## src/rtl/rank_match_pkg.sv

```systemverilog
// Shared types and constants for the rank/suit template matcher.
// Latency: n/a (package only).
// Backpressure: n/a (package only).
package rank_match_pkg;

    // Scheduler sequencing states
    typedef enum logic [2:0] {
        IDLE    = 3'd0,
        ISSUE   = 3'd1,
        DRAIN   = 3'd2,
        COMPARE = 3'd3,
        DONE    = 3'd4
    } state_t;

    // Geometry of the captured card corner and the rank template bank
    localparam int CORNER_WIDTH = 28;
    localparam int RANK_HEIGHT  = 40;
    localparam int RANK_SIZE    = CORNER_WIDTH * RANK_HEIGHT;
    localparam int NUM_RANKS    = 13;
    localparam int SUIT_SIZE    = 812;

    // Kernel index 0..12 maps to A,2..9,T,J,Q,K; leftmost character is index 0
    localparam logic [8*NUM_RANKS-1:0] RANK_ASCII = "A23456789TJQK";

    // ASCII glyph for a winning kernel index, '?' when out of range
    function automatic logic [7:0] rank_to_ascii(input logic [3:0] idx);
        logic [7:0] ch;
        ch = "?";
        if (int'(idx) < NUM_RANKS) begin
            ch = 8'(RANK_ASCII >> (8 * (NUM_RANKS - 1 - int'(idx))));
        end
        return ch;
    endfunction

endpackage

```

## src/rtl/xor_score_accum.sv

```systemverilog
// Counts XOR mismatches between two returned bit streams (rank or suit matching).
// Latency: a valid issued now is accumulated LATENCY cycles later; score visible the cycle after.
// Backpressure: none; acc_en masks in-flight returns, clr empties the score.
module xor_score_accum #(
    parameter int LATENCY = 2,
    parameter int SIZE    = 1120
) (
    input  logic                       clk,
    input  logic                       rst,
    input  logic                       in_vld,
    input  logic                       acc_en,
    input  logic                       clr,
    input  logic                       a_bit,
    input  logic                       b_bit,
    output logic [$clog2(SIZE+1)-1:0]  score
);

    localparam int CW = $clog2(SIZE + 1);

    logic [LATENCY-1:0] vld_pipe_q, vld_pipe_d;
    logic [CW-1:0]      score_q, score_d;
    logic               ret_vld;

    assign ret_vld = vld_pipe_q[LATENCY-1];
    assign score   = score_q;

    // Shift the issue valid towards the data return and count mismatches
    always_comb begin
        vld_pipe_d = (vld_pipe_q << 1) | LATENCY'(in_vld);
        score_d    = score_q;
        if (clr) begin
            score_d = '0;
        end else if (acc_en && ret_vld && ((a_bit ^ b_bit) == 1'b1)
                     && (score_q != CW'(SIZE))) begin
            score_d = score_q + CW'(1);
        end
    end

    // Pipe and score registers
    always_ff @(posedge clk) begin
        if (rst) begin
            vld_pipe_q <= '0;
            score_q    <= '0;
        end else begin
            vld_pipe_q <= vld_pipe_d;
            score_q    <= score_d;
        end
    end

endmodule

```

## src/rtl/rank_match_scheduler.sv

```systemverilog
// Walks one corner mask against every rank kernel and reports the lowest-mismatch index.
// Latency: NUM_KERNELS*(KERNEL_SIZE+READ_LATENCY+1)+1 cycles from start accept to result_valid.
// Backpressure: none; start is ignored while busy. RANK_MATCH_EARLY_ABORT_EN enables early kernel abort.
module rank_match_scheduler
    import rank_match_pkg::*;
#(
    parameter int NUM_KERNELS  = NUM_RANKS,
    parameter int KERNEL_SIZE  = RANK_SIZE,
    parameter int READ_LATENCY = 2
) (
    input  logic                              clk,
    input  logic                              rst,
    input  logic                              start,
    output logic                              busy,
    output logic [$clog2(KERNEL_SIZE)-1:0]    rd_addr,
    output logic [$clog2(NUM_KERNELS)-1:0]    kernel_sel,
    input  logic                              kernel_bit,
    input  logic                              mask_bit,
    output logic                              result_valid,
    output logic [$clog2(NUM_KERNELS)-1:0]    best_idx,
    output logic [$clog2(KERNEL_SIZE+1)-1:0]  best_score
);

    localparam int AW = $clog2(KERNEL_SIZE);
    localparam int SW = $clog2(NUM_KERNELS);
    localparam int CW = $clog2(KERNEL_SIZE + 1);
    localparam int DW = $clog2(READ_LATENCY + 1);

    localparam logic [AW-1:0] LAST_ADDR   = AW'(KERNEL_SIZE - 1);
    localparam logic [SW-1:0] LAST_KERNEL = SW'(NUM_KERNELS - 1);
    localparam logic [DW-1:0] LAST_DRAIN  = DW'(READ_LATENCY - 1);

    state_t         state_q, state_d;
    logic           busy_q, busy_d;
    logic           result_valid_q, result_valid_d;
    logic [AW-1:0]  rd_addr_q, rd_addr_d;
    logic [SW-1:0]  kernel_sel_q, kernel_sel_d;
    logic [SW-1:0]  best_idx_q, best_idx_d;
    logic [CW-1:0]  best_score_q, best_score_d;
    logic [CW-1:0]  run_best_q, run_best_d;
    logic [SW-1:0]  run_idx_q, run_idx_d;
    logic [DW-1:0]  drain_cnt_q, drain_cnt_d;

    logic           issue_vld;
    logic           score_clr;
    logic           acc_en;
    logic           loser;
    logic [CW-1:0]  score;

`ifdef RANK_MATCH_EARLY_ABORT_EN
    // Set once the running score can no longer beat the best; the kernel is
    // then a guaranteed loser and its in-flight returns are discarded.
    logic           abort_q, abort_d;
    assign acc_en = ~abort_q;
    assign loser  = abort_q;
`else
    assign acc_en = 1'b1;
    assign loser  = 1'b0;
`endif

    assign busy         = busy_q;
    assign rd_addr      = rd_addr_q;
    assign kernel_sel   = kernel_sel_q;
    assign result_valid = result_valid_q;
    assign best_idx     = best_idx_q;
    assign best_score   = best_score_q;

    xor_score_accum #(
        .LATENCY (READ_LATENCY),
        .SIZE    (KERNEL_SIZE)
    ) u_accum (
        .clk    (clk),
        .rst    (rst),
        .in_vld (issue_vld),
        .acc_en (acc_en),
        .clr    (score_clr),
        .a_bit  (kernel_bit),
        .b_bit  (mask_bit),
        .score  (score)
    );

    // Next-state and output decode for the kernel sweep
    always_comb begin
        state_d        = state_q;
        busy_d         = busy_q;
        result_valid_d = 1'b0;
        rd_addr_d      = rd_addr_q;
        kernel_sel_d   = kernel_sel_q;
        best_idx_d     = best_idx_q;
        best_score_d   = best_score_q;
        run_best_d     = run_best_q;
        run_idx_d      = run_idx_q;
        drain_cnt_d    = drain_cnt_q;
        issue_vld      = 1'b0;
        score_clr      = 1'b0;
`ifdef RANK_MATCH_EARLY_ABORT_EN
        abort_d        = abort_q;
`endif
        case (state_q)
            IDLE: begin
                score_clr    = 1'b1;
                run_best_d   = '1;
                kernel_sel_d = '0;
                rd_addr_d    = '0;
`ifdef RANK_MATCH_EARLY_ABORT_EN
                abort_d      = 1'b0;
`endif
                if (start) begin
                    state_d = ISSUE;
                    busy_d  = 1'b1;
                end
            end
            ISSUE: begin
`ifdef RANK_MATCH_EARLY_ABORT_EN
                if (score >= run_best_q) begin
                    abort_d     = 1'b1;
                    drain_cnt_d = '0;
                    state_d     = DRAIN;
                end else
`endif
                begin
                    issue_vld = 1'b1;
                    if (rd_addr_q == LAST_ADDR) begin
                        drain_cnt_d = '0;
                        state_d     = DRAIN;
                    end else begin
                        rd_addr_d = rd_addr_q + AW'(1);
                    end
                end
            end
            DRAIN: begin
                if (drain_cnt_q == LAST_DRAIN) begin
                    state_d = COMPARE;
                end else begin
                    drain_cnt_d = drain_cnt_q + DW'(1);
                end
            end
            COMPARE: begin
                score_clr = 1'b1;
                // Strict less-than keeps the earlier (lower) index on ties
                if (!loser && (score < run_best_q)) begin
                    run_best_d = score;
                    run_idx_d  = kernel_sel_q;
                end
`ifdef RANK_MATCH_EARLY_ABORT_EN
                abort_d = 1'b0;
`endif
                if (kernel_sel_q == LAST_KERNEL) begin
                    state_d        = DONE;
                    result_valid_d = 1'b1;
                    best_idx_d     = run_idx_d;
                    best_score_d   = run_best_d;
                end else begin
                    kernel_sel_d = kernel_sel_q + SW'(1);
                    rd_addr_d    = '0;
                    state_d      = ISSUE;
                end
            end
            DONE: begin
                busy_d  = 1'b0;
                state_d = IDLE;
            end
            default: begin
                state_d = IDLE;
                busy_d  = 1'b0;
            end
        endcase
    end

    // State and registered outputs
    always_ff @(posedge clk) begin
        if (rst) begin
            state_q        <= IDLE;
            busy_q         <= 1'b0;
            result_valid_q <= 1'b0;
            rd_addr_q      <= '0;
            kernel_sel_q   <= '0;
            best_idx_q     <= '0;
            best_score_q   <= '0;
            run_best_q     <= '1;
            run_idx_q      <= '0;
            drain_cnt_q    <= '0;
`ifdef RANK_MATCH_EARLY_ABORT_EN
            abort_q        <= 1'b0;
`endif
        end else begin
            state_q        <= state_d;
            busy_q         <= busy_d;
            result_valid_q <= result_valid_d;
            rd_addr_q      <= rd_addr_d;
            kernel_sel_q   <= kernel_sel_d;
            best_idx_q     <= best_idx_d;
            best_score_q   <= best_score_d;
            run_best_q     <= run_best_d;
            run_idx_q      <= run_idx_d;
            drain_cnt_q    <= drain_cnt_d;
`ifdef RANK_MATCH_EARLY_ABORT_EN
            abort_q        <= abort_d;
`endif
        end
    end

endmodule

```

## config.mk

```make
export PLATFORM = sky130hd
export DESIGN_NAME = rank_match_scheduler
export DESIGN_NICKNAME = d
export VERILOG_FILES = /design/src/rtl/rank_match_pkg.sv /design/src/rtl/xor_score_accum.sv /design/src/rtl/rank_match_scheduler.sv
export SDC_FILE = /design/constraint.sdc
export NUM_CORES = 1
export LEC_CHECK = 0
export CAP_MARGIN = 20
export CORE_MARGIN = 10
export CORE_UTILIZATION = 53
export DETAILED_ROUTE_END_ITERATION = 8
export PLACE_DENSITY = 0.76
export SKIP_CTS_REPAIR_TIMING = 1
export SLEW_MARGIN = 30
export SYNTH_ARGS = -nofsm -noshare
export SYNTH_HDL_FRONTEND = slang
export SYNTH_SLANG_ARGS = --single-unit
```

## constraint.sdc

```tcl
create_clock -name clk -period 3 [get_ports clk]
set_clock_uncertainty 0.2 [all_clocks]
set_input_delay 0.45 -clock clk [delete_from_list [all_inputs] [get_ports clk]]
set_output_delay 0.45 -clock clk [all_outputs]
set_load 0.02 [all_outputs]
```

==> flow_summary.yaml <==
clock_tree:
  clkLatencyLatePin_ps: 340
  cts_tree: "done"
  htree_levels: 3
  clk_transition_reported_paths_ps: 70
  cts_buffers: 9
  clock_sinks: 65
  clockBufferDepth: 2
  root_buffer: "clkbuf_8"
finish:
  area_growth_pct: 18.1
  antenna_cells: 0
  drive_gt1_frac: 0.0835
  multi_input_area_um2: 1760
  regArea_um2: 1300
  design_area_um2: 3790
  layout.nets: 423
  fillCellCount: 505
  final_util: 0.644
worst_setup_path:
  crit_fanout: 11
  cp_slowest_cell: "o211ai_1"
  critPathLaunchType: "register"
  worstPathCellList: "ha_1 > nand3_1 > nor2_1 > a21oi_1 > o211ai_1 > a2bb2oi_1"
  cp_data_arrival_time_ps: 2420
  critPathKind: "reg -> reg"
  worst_setup_path_end_kind: "register"
  max_stage_delay_ps: 750
  required_ps: 3000
pwr:
  vdd_drop_max_mv: 0.254
  p_int_mw: 1.18
  swShare: 0.230
  finalPower_mw: 1.54
  power_density_nw_per_um2: 406
  leakagePower_nw: 1.48
  power_frac_comb: 0.036
  pwr-share-seq: 0.567
  pwr-share-clk: 0.397
  p_sw_mw: 0.354
floorplan:
  core_um2: 5890
  num_io_pins: 37
  chipHeight_um: 97.8
  die-area_um2: 9560
  dieWidth_um: 97.8
  start_util: 0.545
  num_rows: 28
placement:
  pre_cts_ws_ps: 541
  gp_congestion: 0.851
  placed_area_um2: 3630
  port_buffers: 36
  hpwl_um: 5330
global_routing:
  gr-usage-all-layers: 0.154
  antenna_found_initial: 0
  grt-ovfl-total: 0
  grt_pass1_vias: 2671
  grt_max_degree: 18
  grt_pass1_wl_um: 12500
timing:
  setup_viol: 0
  finalHoldViolCount: 0
  relSlewSlack: 0.394
  worst_pin_slew_ps: 905
  timing.final.ws_setup_ps: 581
  grt_setup_unrepaired: "no"
  period_share: 0.806
  period_minus_slack_ps: 2420
  drv_slew: 0
  max_freq_mhz: 413
  tns_ps: 0
yosys:
  syn_nets: 385
  ys_ff_latch: 65
  synth_edf_count: 0
  yosysWarnings: 0
  syn_area_per_cell_um2: 8.81
  ys_seq_area_frac: 0.406
  async_flop_share: 0
  synthesis.area_um2: 3210
  syn_inst: 364
  synth.distinct_cells: 53
  synth-main-ff-cell: "dfxtp_1"
worst_hold_path:
  hold_class: "reg -> reg"
routing:
  drc: 0
  drt-vias-per-instance: 5.52
  drtIter0Drc: 129
  drt_wl_total_um: 7300
  dr.pass1.iters: 4
  route.vias.total: 2663
  wl_per_cell_um: 15.1
  postRouteAntennaNets: 0
flow_run:
  cap_violations: 0
run_status:
  status: "finished clean"
==> path summary, 6_finish.rpt <==
kind	startpoint	to	slack (ps)	cells past startpoint
min reg2reg	u_accum.vld_pipe_q[0]	u_accum.vld_pipe_q[1]	250	1
min	u_accum.vld_pipe_q[0]	u_accum.vld_pipe_q[1]	250	1
max	u_accum.score[7]	run_best_q[7]	580	6
max reg2reg	u_accum.score[7]	run_best_q[7]	580	6
==> power by group through the flow <==
stage	clock [mW]	combinational [mW]	sequential, mW
after global routing	0.658	0.0602	0.871
final	0.611	0.0552	0.871
after global placement	0	0.0542	0.890
after floorplan	0	0.0326	0.892
after detailed placement	0	0.0550	0.890
after CTS	0.626	0.0552	0.871
==> cells in the mapped netlist (all sizes together) (10+ instances only) <==
| cell | number | area [um2] |
|---|---|---|
| nand2b | 14 | 87.6 |
| ha | 16 | 200 |
| nand2 | 16 | 60.1 |
| a21oi | 17 | 96.4 |
| nor2 | 69 | 264 |
| o221a | 14 | 158 |
| inv | 20 | 75.1 |
| nor3 | 16 | 90.1 |
| clkbuf | 10 | 37.5 |
| dfxtp | 65 | 1300 |
| a2bb2oi | 11 | 96.3 |
| nand3 | 12 | 72.6 |
==> cells by family after synthesis <==
| kind of cell | share of synthesized area |
|---|---|
| AND/OR/NAND/NOR | 0.244 |
| adder cells (fa/ha/maj) | 0.0624 |
| AO/OA/AOI/OAI | 0.178 |
| multiplexers | 0.0226 |
| flip-flops | 0.406 |
| XOR/XNOR | 0.0410 |
| buffers and inverters | 0.0464 |
==> per-layer routing <==
metal  track usage  up-vias  routed length [um]
li1              -     1354                   -
met4        0.0839        0                 176
met5             0        -                   0
met3        0.0451       15                 451
met2         0.252       59                3380
met1         0.177     1235                3290
==> layout by cell type, fill, tap and decap left out, types with 2 or more instances in the layout <==
master and count:
clkbuf_8 9, clkbuf_1 3, a31oi_1 2, clkdlybuf4s50_1 36, o211ai_1 2, nand4_1 4
mux2_2 2, o21ai_1 2, inv_1 19, o221a_1 14, and3_1 4, o21ai_0 6
mux2i_1 5, or3_1 8, xor2_1 6, o21a_1 3, nand2b_1 14, nand2_1 16
xnor2_1 9, buf_4 6, nand3_1 11, nor2_2 2, nor4b_1 2, nor2_1 67
clkinv_2 4, nor3_2 2, a2bb2oi_1 11, nor3_1 14, nor2b_1 5, dfxtp_1 65
ha_1 16, a21oi_1 16
==> layout make-up <==
cell class,count,share of cell area
clock buffer,12,0.0357
multi-input combinational,264,0.464
timing repair buffer,42,0.107
sequential,65,0.343
tap,75,0.0248
inverter,20,0.0198
clock inverter,4,0.00528
==> flip-flops by register name, summed over array words and instances (netlist names), 3 cells and up <==
name and count:
best_score 11, kernel_sel 4, run_idx_q 4, u_accum.score 11, best_idx 4, state_q 3, rd_addr 11, run_best_q 11
==> critical path, delay by kind of cell (launching register included) <==
kind | cells | cell delay, ps
flops | 1 | 390
compound gates | 3 | 1010
simple gates | 2 | 330
fa+ha+maj | 1 | 330
==> through the flow <==
| stage | cells | hold WS [ps] |
|---|---|---|
| 2_1_floorplan | 364 | 214 |
| 3_3_place_gp | 466 | 244 |
| 3_5_place_dp | 466 | 247 |
| 4_1_cts | 482 | 257 |
| 5_1_grt | 482 | 270 |
| 6_report | 482 | 250 |
No activity file was read; power rests on OpenSTA's default activity.
